### src/rtl/camera_frame_parser.sv
// Camera UART frame parser: AA 55 + 7 payload bytes + additive checksum -> one target command.
// Latency: valid pulses in the cycle after the edge following the checksum byte (best case).
// Backpressure: one pending slot held while arm_ready is low; newer good frames overwrite it (drop_cnt).
//
// Ports: sys_clk/sys_rst_n (async active-low); rx_data/rx_valid byte strobe from UART;
//        arm_ready sequencer idle level; x_data/y_data/angle_bias/warehouse_nob/color command
//        outputs updated with the 1-cycle valid pulse; frame_err 1-cycle pulse on checksum,
//        range or inter-byte gap failure; drop_cnt saturating count of overwritten commands.
module camera_frame_parser #(
    parameter int unsigned X_MAX      = 319,
    parameter int unsigned Y_MAX      = 239,
    parameter int unsigned WH_MAX     = 6,
    parameter int unsigned GAP_CYCLES = 50_000
) (
    input  logic        sys_clk,
    input  logic        sys_rst_n,
    input  logic [7:0]  rx_data,
    input  logic        rx_valid,
    input  logic        arm_ready,
    output logic [8:0]  x_data,
    output logic [7:0]  y_data,
    output logic [11:0] angle_bias,
    output logic [5:0]  warehouse_nob,
    output logic [3:0]  color,
    output logic        valid,
    output logic        frame_err,
    output logic [7:0]  drop_cnt
);
    localparam int unsigned GAP_W = $clog2(GAP_CYCLES + 1);
    localparam logic [GAP_W-1:0] GAP_LAST = GAP_W'(GAP_CYCLES - 1);
    localparam logic [8:0] X_LIM  = 9'(X_MAX);
    localparam logic [7:0] Y_LIM  = 8'(Y_MAX);
    localparam logic [5:0] WH_LIM = 6'(WH_MAX);

    typedef enum logic [1:0] {HUNT_A, HUNT_B, PAYLOAD, CSUM} state_t;

    typedef struct packed {
        logic [8:0]  x;
        logic [7:0]  y;
        logic [11:0] angle;
        logic [5:0]  wh;
        logic [3:0]  color;
    } cmd_t;

    state_t           state_q, state_d;
    logic [2:0]       idx_q, idx_d;
    logic [7:0]       sum_q, sum_d;
    logic [GAP_W-1:0] gap_q, gap_d;
    cmd_t             frm_q, frm_d;    // fields of the frame being received
    cmd_t             buf_q, buf_d;    // pending command
    cmd_t             out_q, out_d;    // last released command
    logic             pend_q, pend_d;
    logic             valid_q, valid_d;
    logic             err_q, err_d;
    logic [7:0]       drop_q, drop_d;
    logic             frame_good;
    logic             release_cmd;

    always_comb begin
        state_d     = state_q;
        idx_d       = idx_q;
        sum_d       = sum_q;
        gap_d       = '0;
        frm_d       = frm_q;
        buf_d       = buf_q;
        out_d       = out_q;
        pend_d      = pend_q;
        valid_d     = 1'b0;
        err_d       = 1'b0;
        drop_d      = drop_q;
        frame_good  = 1'b0;
        release_cmd = 1'b0;

        // Inter-byte gap watchdog, only armed once a frame has started.
        if (state_q != HUNT_A && !rx_valid) begin
            if (gap_q == GAP_LAST) begin
                state_d = HUNT_A;
                err_d   = 1'b1;
            end else begin
                gap_d = gap_q + 1'b1;
            end
        end

        if (rx_valid) begin
            unique case (state_q)
                HUNT_A: begin
                    if (rx_data == 8'hAA) state_d = HUNT_B;
                end
                HUNT_B: begin
                    // A repeated AA may be the real start of frame, so keep waiting for 55.
                    if (rx_data == 8'h55) begin
                        state_d = PAYLOAD;
                        idx_d   = 3'd0;
                        sum_d   = 8'd0;
                    end else if (rx_data != 8'hAA) begin
                        state_d = HUNT_A;
                    end
                end
                PAYLOAD: begin
                    sum_d = sum_q + rx_data;
                    case (idx_q)
                        3'd0:    frm_d.x[8]         = rx_data[0];
                        3'd1:    frm_d.x[7:0]       = rx_data;
                        3'd2:    frm_d.y            = rx_data;
                        3'd3:    frm_d.angle[11:8]  = rx_data[3:0];
                        3'd4:    frm_d.angle[7:0]   = rx_data;
                        3'd5:    frm_d.wh           = rx_data[5:0];
                        default: frm_d.color        = rx_data[3:0];
                    endcase
                    if (idx_q == 3'd6) state_d = CSUM;
                    else               idx_d   = idx_q + 3'd1;
                end
                default: begin
                    state_d = HUNT_A;
                    if (rx_data == sum_q && frm_q.x <= X_LIM && frm_q.y <= Y_LIM &&
                        frm_q.wh != 6'd0 && frm_q.wh <= WH_LIM)
                        frame_good = 1'b1;
                    else
                        err_d = 1'b1;
                end
            endcase
        end

        // Skipping the cycle right after a release keeps valid from ever being
        // high on two consecutive cycles when a new frame lands on a release edge.
        release_cmd = pend_q && arm_ready && !valid_q;
        if (release_cmd) begin
            out_d   = buf_q;
            valid_d = 1'b1;
            pend_d  = 1'b0;
        end

        if (frame_good) begin
            buf_d  = frm_q;
            pend_d = 1'b1;
            if (pend_q && !release_cmd && drop_q != 8'hFF) drop_d = drop_q + 8'd1;
        end
    end

    always_ff @(posedge sys_clk or negedge sys_rst_n) begin
        if (!sys_rst_n) begin
            state_q <= HUNT_A;
            idx_q   <= 3'd0;
            sum_q   <= 8'd0;
            gap_q   <= '0;
            frm_q   <= '0;
            buf_q   <= '0;
            out_q   <= '0;
            pend_q  <= 1'b0;
            valid_q <= 1'b0;
            err_q   <= 1'b0;
            drop_q  <= 8'd0;
        end else begin
            state_q <= state_d;
            idx_q   <= idx_d;
            sum_q   <= sum_d;
            gap_q   <= gap_d;
            frm_q   <= frm_d;
            buf_q   <= buf_d;
            out_q   <= out_d;
            pend_q  <= pend_d;
            valid_q <= valid_d;
            err_q   <= err_d;
            drop_q  <= drop_d;
        end
    end

    assign x_data        = out_q.x;
    assign y_data        = out_q.y;
    assign angle_bias    = out_q.angle;
    assign warehouse_nob = out_q.wh;
    assign color         = out_q.color;
    assign valid         = valid_q;
    assign frame_err     = err_q;
    assign drop_cnt      = drop_q;

endmodule

### config.mk
export PLATFORM = sky130hd
export DESIGN_NAME = camera_frame_parser
export DESIGN_NICKNAME = d
export VERILOG_FILES = /design/src/rtl/camera_frame_parser.sv
export SDC_FILE = /design/constraint.sdc
export NUM_CORES = 1
export LEC_CHECK = 0
export BUFFER_PORTS_ARGS = -buffer_cell sky130_fd_sc_hd__buf_2
export CAP_MARGIN = 40
export CORE_ASPECT_RATIO = 1.25
export CORE_MARGIN = 8
export CORE_UTILIZATION = 59
export CTS_BUF_LIST = sky130_fd_sc_hd__clkbuf_4 sky130_fd_sc_hd__clkbuf_8 sky130_fd_sc_hd__clkbuf_16
export CTS_CLUSTER_SIZE = 40
export DETAILED_ROUTE_END_ITERATION = 12
export PLACE_DENSITY = 0.88
export SYNTH_ARGS = -nofsm -noshare
export SYNTH_HDL_FRONTEND = slang
export SYNTH_SLANG_ARGS = --single-unit
### constraint.sdc
create_clock -name sys_clk -period 2.85 [get_ports sys_clk]
set_input_delay 0.1425 -clock sys_clk [delete_from_list [all_inputs] [get_ports sys_clk]]
set_output_delay 0.1425 -clock sys_clk [all_outputs]
set_load 0.02 [all_outputs]
---- Word-level counts from Yosys, hierarchy flattened ----
Cells that the tools add are included.
word-level totals
  bits in registers ....................... 157
  output and inout bits ................... 49
operators by class
  $add $sub $neg .......................... 4
  order comparisons ....................... 3
  equal/unequal tests ..................... 16
  multiplexer cells ....................... 26
  bitwise logic cells ..................... 1
  reductions and logical operators ........ 30
operators by type and width
  operator                                                                count
  16-bit 2-to-1 mux                                                       2
  3-bit AND reduction                                                     8
  16-bit by 1-bit adder with 16-bit output (second input constant)        1
  16-bit == test (second input constant)                                  1
  8-bit != test (second input constant)                                   2
  8-bit case mux with 2 select lines                                      1
  2-bit 2-to-1 mux                                                        7
  1-bit 2-to-1 mux                                                        11
  3-bit == test (second input constant)                                   3
  9-bit <= comparator (second input constant)                             1
  1-bit logical AND                                                       9
  8-bit by 1-bit adder with 8-bit output (second input constant)          1
  8-bit adder                                                             1
  8-bit by 7-bit == test with 1-bit output (second input constant)        1
  8-bit == test                                                           1
  8-bit == test (second input constant)                                   1
  8-bit <= comparator (second input constant)                             1
  8-bit 2-to-1 mux                                                        1
  3-bit by 2-bit == test with 1-bit output (second input constant)        2
  6-bit by 3-bit <= comparator with 1-bit output (second input constant)  1
  3-bit 2-to-1 mux                                                        2
  2-bit case mux with 3 select lines                                      1
  3-bit case mux with 2 select lines                                      1
  2-bit nonzero test                                                      3
  other kinds (14)                                                        17

---- Logic depth before layout (Yosys ltp) ----
Gate-level depths: netlist of the first run.
  depth after elaboration ................. 9
  mapped depth ............................ 8
  gate-level depth less buffers ........... 7

---- Worst setup path after synthesis of the first run ----
Ideal clock, no wire load.
  path kind ............................... register to register
  start ................................... register sum_q[5]
  end ..................................... register buf_q[10] (netlist bit)
  setup time .............................. 0.127 ns
  arrival time ............................ 1.926 ns
  required time ........................... 2.723 ns
  slack ................................... 0.797 ns
  stages on the path, launching flop included .. 8
  path through ............................ dfrtp_1 > ha_1 > nor4_1 > nand4_1 > nor3_2 > buf_6 > buf_6 > mux2_1
between the ends
  word-level cells in the longest chain between the ends .. 8
ends and longest elaborated chain
  item                            line  text
  start: declaration              47    logic [7:0] sum_q, sum_d;
  start signal: assignment        156   sum_q <= sum_d;
  8-bit == test                   115   if (rx_data == sum_q && frm_q.x <= X_LIM && frm_q.y <= Y_LIM &&
  1-bit logical AND (3 in a row)  115
  1-bit logical AND               116   frm_q.wh != 6'd0 && frm_q.wh <= WH_LIM)
  1-bit 2-to-1 mux                115
  1-bit 2-to-1 mux                85    unique case (state_q)
  1-bit 2-to-1 mux                84    if (rx_valid) begin
  end signal: assignment          159   buf_q <= buf_d;
  end: declaration                50    cmd_t buf_q, buf_d;
No other way between the ends.
A chain may end at the register's enable or synchronous reset.

---- Final worst setup path of the first run ----
  start ................................... register sum_q[5]
  end ..................................... register drop_q[1], in the netlist drop_cnt[1]
between the ends
  word-level cells in the longest chain between the ends .. 9
ends and longest elaborated chain
  item                                  line  text
  8-bit == test                         115
  1-bit logical AND (3 in a row)        115
  1-bit logical AND                     116
  1-bit 2-to-1 mux                      115
  1-bit 2-to-1 mux                      85
  1-bit 2-to-1 mux                      84
  2-bit AND reduction (no source line)  --
  end signal: assignment                164   drop_q <= drop_d;
  end: declaration                      55    logic [7:0] drop_q, drop_d;
No other way between the ends.

==> results of run 1 <==
-- synthesized netlist by cell type (2+ instances only) --
cell type,n
sky130_fd_sc_hd__dfrtp_1,157
sky130_fd_sc_hd__nand2_1,141
sky130_fd_sc_hd__mux2_2,46
sky130_fd_sc_hd__mux2_1,30
sky130_fd_sc_hd__nor2_1,28
sky130_fd_sc_hd__ha_1,14
sky130_fd_sc_hd__xnor2_1,13
sky130_fd_sc_hd__nand4_1,12
sky130_fd_sc_hd__clkbuf_1,11
sky130_fd_sc_hd__o21ai_0,11
sky130_fd_sc_hd__xor2_1,10
sky130_fd_sc_hd__nand3_1,9
sky130_fd_sc_hd__inv_1,8
sky130_fd_sc_hd__a21oi_1,7
sky130_fd_sc_hd__nor3_1,7
sky130_fd_sc_hd__and2_1,5
sky130_fd_sc_hd__and3_1,5
sky130_fd_sc_hd__buf_6,5
sky130_fd_sc_hd__nor2b_1,5
sky130_fd_sc_hd__a211oi_1,3
sky130_fd_sc_hd__and4_1,3
sky130_fd_sc_hd__nand2b_1,3
sky130_fd_sc_hd__nand3b_1,3
sky130_fd_sc_hd__nor4bb_1,3
sky130_fd_sc_hd__o31ai_1,3
sky130_fd_sc_hd__or3_1,3
sky130_fd_sc_hd__nor2_2,2
sky130_fd_sc_hd__nor4_1,2
sky130_fd_sc_hd__nor4b_1,2
-- flip-flops by register name, summed over array words and instances, names as in the netlist, 2 cells and up --
name and cells:
buf_q 39, frm_q 39, gap_q 16, color 4, state_q 2, angle_bias 12, warehouse_nob 6, idx_q 3
y_data 8, sum_q 8, drop_cnt 8, x_data 9
-- area by class of cell --
cell class,count,area (sq um)
Inverter,8,30.0
Clock inverter,12,87.6
Multi-Input combinational cell,388,2580
Sequential cell,157,3930
Fill cell,721,3360
Timing Repair Buffer,69,402
Clock buffer,20,467
Tap cell,135,169
-- layout by cell type (no fill, tap or decap), drive strengths merged, types with 9 or more instances in the layout --
cell	instances
inv	11
xor2	10
xnor2	14
nand2	141
clkbuf	20
mux2	76
dfrtp	157
o21ai	12
nand4	12
ha	14
nand3	9
buf	68
nor2	30
-- where the power goes --
group	total (mW)	switching, mW	leakage, nW	internal, mW
Sequential	2.26	0.0130	2.19	2.24
Combinational	0.194	0.131	1.65	0.0637
Clock	2.09	0.908	0.261	1.19
Total	4.55	1.05	4.10	3.49
-- worst register-to-register path: stages (launching register included) --
cell and delay [ns]:
sky130_fd_sc_hd__dfrtp_1 0.39, sky130_fd_sc_hd__ha_1 0.36, sky130_fd_sc_hd__nor4_1 0.38, sky130_fd_sc_hd__nand4_1 0.23
sky130_fd_sc_hd__nor3_4 0.27, sky130_fd_sc_hd__buf_4 0.24, sky130_fd_sc_hd__and2_1 0.20, sky130_fd_sc_hd__mux2_2 0.36
-- worst min-delay path by stage --
stage                                end  cells past startpoint
2_1_floorplan  angle_bias[0]$_DFFE_PN0P_                      0
3_3_place_gp   angle_bias[9]$_DFFE_PN0P_                      1
3_5_place_dp   angle_bias[8]$_DFFE_PN0P_                      1
4_1_cts             state_q[0]$_DFF_PN0_                      2
5_1_grt             state_q[0]$_DFF_PN0_                      2
6_report            state_q[0]$_DFF_PN0_                      2
-- per-layer routing --
| metal | track usage, % | vias up | share of wire [%] |
|---|---|---|---|
| met2 | 36.1 | 159 | 54 |
| met5 | 0 | - | 0 |
| met4 | 11.5 | 0 | 3.0 |
| met3 | 4.93 | 46 | 4.9 |
| met1 | 22.7 | 2308 | 39 |
| li1 | - | 2096 | - |
-- per-stage QoR --
step                      utilization (%)  hold WS, ns  power (mW)
after floorplan                         -       -0.153        2.38
after global placement               64.4        0.185        2.47
after detailed placement             64.4        0.190        2.49
after CTS                            69.5      0.00165        4.57
after global routing                 69.5       0.0526        4.68
final                                69.5       0.0128        4.55
-- cell families after synthesis --
kind of cell	count (synthesis)	synth area share [%]
adders and majority gates	15	2.94
buffers and inverters	26	2.07
AOI/OAI and AO/OA	35	3.32
and+or+nand+nor	237	16.2
DFF	157	59.2
muxes	77	13.0
xor gates and xnor gates	24	3.28
==> impl_metrics.sql, run 1 <==
INSERT INTO impl_metrics (metric_group, metric, value, unit) VALUES
('clock_tree', 'cts_root_cell', 'sky130_fd_sc_hd__clkbuf_16', ''),
('drt', 'route.vias.total', '4609', ''),
('clock_tree', 'postCtsHoldBufs', '1', ''),
('placed_design', 'dp_hpwl', '9.92', 'mm'),
('drt', 'route.detailed.vias_per_inst', '5.84', ''),
('drt', 'total_wire_length_after_detailed_routing', '14.9', 'mm'),
('logic_synthesis', 'ys_seq_area_share', '59.2', '%'),
('clock_tree', 'clock_path_buffers', '2', ''),
('logic_synthesis', 'synth_warnings', '0', ''),
('floorplanning', 'placeable_core_region', '11000', 'sq um'),
('timing', 'final_critical_path_setup_slack', '0.295', 'ns'),
('worst_setup_path', 'critPathMaxStageDelay', '0.39', 'ns'),
('logic_synthesis', 'synth_cell_type_count', '49', ''),
('logic_synthesis', 'synth.ff_latch_count', '157', ''),
('clock_tree', 'cts-buffers-inserted', '17', ''),
('logic_synthesis', 'synthArstFlopShare', '100', '%'),
('global_route', 'grt_usage', '20.7', '%'),
('final_layout', 'layout.cell_area.non_filler', '7660', 'sq um'),
('timing', 'tcrit_tclk_final', '89.7', '%'),
('timing', 'maxSlewViolCount', '0', ''),
('clock_tree', 'clk_transition_reported_paths', '0.06', 'ns'),
('global_route', 'number_of_global_route_vias_before_repair', '4937', ''),
('worst_setup_path', 'path_buf_inv', '1', ''),
('logic_synthesis', 'synthesis.area_per_instance', '11.6', 'sq um'),
('clock_tree', 'cts_htree_levels', '4', ''),
('final_layout', 'synthToLayoutAreaGrowth', '15.4', '%'),
('logic_synthesis', 'netlist.area_leader.share', '59.2', '%'),
('placed_design', 'numPlacedInstances', '756', ''),
('global_route', 'grt_antenna_before_repair', '0', ''),
('logic_synthesis', 'synthesis.area', '6640', 'sq um'),
('logic_synthesis', 'synth_area_leader_cell', 'sky130_fd_sc_hd__dfrtp_1', ''),
('worst_setup_path', 'regToRegEndpoint', 'drop_cnt[1]$_DFFE_PN0P_', ''),
('worst_setup_path', 'timing.critical_path.cells', 'ha_1, nor4_1, nand4_1, nor3_4, buf_4, and2_1, mux2_2', ''),
('placed_design', 'globalplace.congestion', '0.925', ''),
('worst_setup_path', 'endpoint', 'drop_cnt[1]$_DFFE_PN0P_', ''),
('clock_tree', 'post_cts_resized', '0', ''),
('worst_setup_path', 'cp_top_family', 'simple AND/OR/NAND/NOR gates', ''),
('drt', 'drcViolationCount', '0', ''),
('placed_design', 'pre_cts_slack', '0.436', 'ns'),
('power_and_ir_drop', 'power.static_leakage', '4.10', 'nW'),
('worst_setup_path', 'regToRegSetupSlack', '0.29', 'ns'),
('worst_setup_path', 'end_kind', 'register', ''),
('flow_run', 'drv.max_cap_violation_count', '0', ''),
('global_route', 'grt_start_max_net_pins', '74', ''),
('status', 'outcome', 'complete, no violations', ''),
('clock_tree', 'clock_sink_count', '157', ''),
('floorplanning', 'fp.dieH', '135', 'um'),
('placed_design', 'buffer_ports.inserted', '60', ''),
('drt', 'antenna_violating_nets_post_route', '0', ''),
('floorplanning', 'fp.dieArea', '14900', 'sq um'),
('floorplanning', 'die_w', '111', 'um'),
('worst_hold_path', 'hold_class', 'in -> reg', ''),
('worst_setup_path', 'startpoint_type', 'register', ''),
('clock_tree', 'post_cts_repair_timing_setup_buffer_count', '0', ''),
('worst_setup_path', 'cp_max_fo', '13', ''),
('timing', 'worst_slew_margin_rel', '55.8', '%'),
('final_layout', 'layoutNonFillerInstCount', '789', ''),
('worst_setup_path', 'worst-path-stages', '7', ''),
('timing', 'achievable-frequency', '0.391', 'GHz'),
('clock_tree', 'cts_tree', 'yes', ''),
('logic_synthesis', 'syn_nets', '598', ''),
('logic_synthesis', 'synth_cells', '571', ''),
('global_route', 'grt_first_pass_wirelength', '24.7', 'mm'),
('final_layout', 'drive_gt1_share', '22.9', '%'),
('timing', 'finalWorstPathRequiredPeriod', '2.56', 'ns'),
('worst_hold_path', 'timing.hold.worst.start', 'rx_valid', ''),
('floorplanning', 'std_cell_rows', '43', ''),
('logic_synthesis', 'synth_top_flop_cell', 'sky130_fd_sc_hd__dfrtp_1', ''),
('timing', 'setup-tns-final', '0', 'ns'),
('global_route', 'grt_overflow', '0', ''),
('final_layout', 'nets', '668', '');
Note: power is estimated with default switching activity, not from simulation.
==> run 2, diff against run 1 <==
Settings changed: RECOVER_POWER set to 100.
==> run 2 against run 1 <==
The flow now finishes with violations (max-capacitance violations, max-slew violations); die area is the same; count of clock-buffer cells in the layout is the same; clock skew is essentially flat; sequential share of layout area up 0.56 points; worst setup slack worse by 0.038 ns; global-route usage did not move; fmax is 1.5% lower; final cell count did not move; sequential cell count did not move; first-iteration DRC count is 1.6% higher; total power about the same; clock power about the same.
==> impl_metrics.sql, run 2 (synthesized netlist as in run 1, its figures left out) <==
INSERT INTO impl_metrics (metric_group, metric, value, unit) VALUES
('timing', 'grt_setup_unrepaired', 'false', ''),
('power_and_ir_drop', 'swShare', '23.2', '%'),
('timing', 'worst_slew_margin_rel', '-18.6', '%'),
('floorplanning', 'fp.dieArea', '14900', 'sq um'),
('worst_setup_path', 'cp_max_fo', '13', ''),
('flow_run', 'drv.max_cap_violation_count', '1', ''),
('worst_setup_path', 'crit_required', '3.15', 'ns'),
('placed_design', 'pre_cts_slack', '0.436', 'ns'),
('clock_tree', 'clock_path_buffers', '2', ''),
('worst_setup_path', 'arrival', '2.89', 'ns'),
('timing', 'finalWorstPathRequiredPeriod', '2.59', 'ns'),
('clock_tree', 'cts-buffers-inserted', '17', ''),
('worst_setup_path', 'startpoint_type', 'register', ''),
('final_layout', 'synthToLayoutAreaGrowth', '14.2', '%'),
('power_and_ir_drop', 'irDropWorstVdd', '0.430', 'mV'),
('timing', 'final.setup_skew', '0.00772', 'ns'),
('drt', 'drt_pre_antenna_iters', '7', ''),
('worst_setup_path', 'critPathKind', 'reg -> reg', ''),
('drt', 'post_drt_wl_per_cell', '19.0', 'um'),
('clock_tree', 'clk_transition_reported_paths', '0.06', 'ns'),
('global_route', 'grt_first_pass_wirelength', '24.7', 'mm'),
('drt', 'route.vias.total', '4620', ''),
('clock_tree', 'cts_htree_levels', '4', ''),
('placed_design', 'buffer_ports.inserted', '60', ''),
('clock_tree', 'cts_tree', 'yes', ''),
('drt', 'drcViolationCount', '0', ''),
('power_and_ir_drop', 'power.net_switching', '1.06', 'mW'),
('global_route', 'grt_usage', '20.7', '%'),
('power_and_ir_drop', 'fin_total_pwr', '4.55', 'mW'),
('clock_tree', 'post_cts_repair_timing_setup_buffer_count', '0', ''),
('status', 'outcome', 'finished with violations', ''),
('floorplanning', 'std_cell_rows', '43', ''),
('global_route', 'number_of_global_route_vias_before_repair', '4937', ''),
('floorplanning', 'fp.dieH', '135', 'um'),
('drt', 'total_wire_length_after_detailed_routing', '15.0', 'mm'),
('timing', 'report.final.setup_viol', '0', ''),
('final_layout', 'most_common_cell_after_layout_fill_and_taps_aside', 'sky130_fd_sc_hd__dfrtp_1', ''),
('final_layout', 'nets', '668', ''),
('placed_design', 'globalplace.congestion', '0.925', ''),
('power_and_ir_drop', 'comb_power_share', '4.3', '%'),
('power_and_ir_drop', 'power.static_leakage', '3.88', 'nW'),
('power_and_ir_drop', 'power.sequential.fraction', '49.6', '%'),
('drt', 'detail_route.iter0.violations', '390', ''),
('final_layout', 'largest_registers', 'buf_q: 39 flops, frm_q: 39 flops, gap_q: 16 flops', ''),
('clock_tree', 'clock_sink_count', '157', ''),
('power_and_ir_drop', 'share_clk_of_total_power', '46.1', '%'),
('status', 'violated_checks', 'max-capacitance violations, max-slew violations', ''),
('timing', 'tcrit_tclk_final', '91.0', '%'),
('final_layout', 'drive_gt1_share', '15.0', '%'),
('global_route', 'grt_antenna_before_repair', '0', ''),
('timing', 'maxSlewViolCount', '73', ''),
('worst_setup_path', 'regToRegSetupSlack', '0.26', 'ns'),
('timing', 'finalHoldViolCount', '0', ''),
('timing', 'final_critical_path_setup_slack', '0.257', 'ns'),
('timing', 'setup-tns-final', '0', 'ns'),
('floorplanning', 'placeable_core_region', '11000', 'sq um'),
('floorplanning', 'number_of_ports_placed_on_the_die_boundary', '61', ''),
('final_layout', 'area_used_by_sequential_logic_in_the_layout', '3930', 'sq um'),
('global_route', 'grt_start_max_net_pins', '74', ''),
('worst_hold_path', 'hold_class', 'in -> reg', ''),
('floorplanning', 'floorplan.initialDensity', '60.2', '%'),
('final_layout', 'most_frequent_cells_in_the_layout', '157 x sky130_fd_sc_hd__dfrtp_1, 141 x sky130_fd_sc_hd__nand2_1, 49 x sky130_fd_sc_hd__clkbuf_1', ''),
('drt', 'antenna_violating_nets_post_route', '0', ''),
('clock_tree', 'cts_root_cell', 'sky130_fd_sc_hd__clkbuf_16', ''),
('final_layout', 'final.fill_count', '760', ''),
('timing', 'timing_worst_slew_pin_value', '1.78', 'ns'),
('drt', 'route.detailed.vias_per_inst', '5.86', ''),
('clock_tree', 'insertion_delay', '0.42', 'ns'),
('global_route', 'grt_overflow', '0', ''),
('clock_tree', 'post_cts_resized', '0', ''),
('placed_design', 'dp_hpwl', '9.92', 'mm'),
('final_layout', 'diodes', '0', ''),
('power_and_ir_drop', 'power_density', '600', 'nW/um^2'),
('worst_setup_path', 'end_kind', 'register', ''),
('floorplanning', 'die_w', '111', 'um'),
('final_layout', 'multi_input_comb_area', '2580', 'sq um'),
('power_and_ir_drop', 'p_int', '3.49', 'mW'),
('timing', 'achievable-frequency', '0.386', 'GHz');
[run 2: changes by cell type in the layout (fill, tap and decap cells not counted), sizes merged]
cell	delta
buf	-54
clkbuf	+54
[run 2: power groups by stage]
stage	Combinational (mW)	Sequential [mW]	Clock, mW
after floorplan	0.0903	2.29	0
after global placement	0.176	2.30	0
after detailed placement	0.188	2.30	0
after CTS	0.194	2.26	2.12
after global routing	0.215	2.26	2.20
final	0.194	2.26	2.10
[run 2: per-layer routing]
metal,GRT usage [%],routed length [um],vias to the layer above
met2,36.1,7920,169
met5,0,0,-
met1,22.7,5820,2303
li1,-,-,2093
met4,11.5,485,0
met3,4.93,740,55
[run 2: final timing paths]
path | start | cells after the start | to
worst max-delay path | sum_q[5]$_DFFE_PN0P_ | 7 | drop_cnt[1]$_DFFE_PN0P_
worst min-delay path | rx_valid | 2 | state_q[0]$_DFF_PN0_
worst max register to register | sum_q[5]$_DFFE_PN0P_ | 7 | drop_cnt[1]$_DFFE_PN0P_
worst min register to register | gap_q[0]$_DFF_PN0_ | 1 | gap_q[0]$_DFF_PN0_
max in group asynchronous | sys_rst_n | 3 | buf_q[34]$_DFFE_PN0P_
min in group asynchronous | sys_rst_n | 2 | angle_bias[8]$_DFFE_PN0P_
[run 2: through the flow]
step / cell area (sq um) / std cells / hold WS (ns) / util, %
6_report: 7580 / 789 / 0.0162 / 68.7
5_1_grt: 7580 / 789 / 0.0511 / 68.7
4_1_cts: 7660 / 789 / 0.00165 / 69.5
3_5_place_dp: 7100 / 756 / 0.190 / 64.4
3_3_place_gp: 7100 / 756 / 0.185 / 64.4
2_1_floorplan: 6640 / 571 / -0.153 / -
[run 2: cell type report]
class / instances / share of cell area, %
sequential: 157 / 51.8
multi-input combinational: 388 / 34.0
clock buffer: 20 / 6.16
timing repair buffer: 69 / 4.27
tap: 135 / 2.23
clock inverter: 12 / 1.16
inverter: 8 / 0.396
[run 2: worst max-delay path: stages (launching register included)]
cell and delay, ns:
sky130_fd_sc_hd__dfrtp_1 0.39, sky130_fd_sc_hd__ha_1 0.36, sky130_fd_sc_hd__nor4_1 0.38, sky130_fd_sc_hd__nand4_1 0.23, sky130_fd_sc_hd__nor3_4 0.27, sky130_fd_sc_hd__buf_4 0.24
sky130_fd_sc_hd__and2_0 0.21, sky130_fd_sc_hd__mux2_1 0.38
[run 2: timing repair]
action,in CTS,in global routing
endpoints found under the hold margin,70,0
hold buffers,1,0
endpoints found under the setup margin,0,0
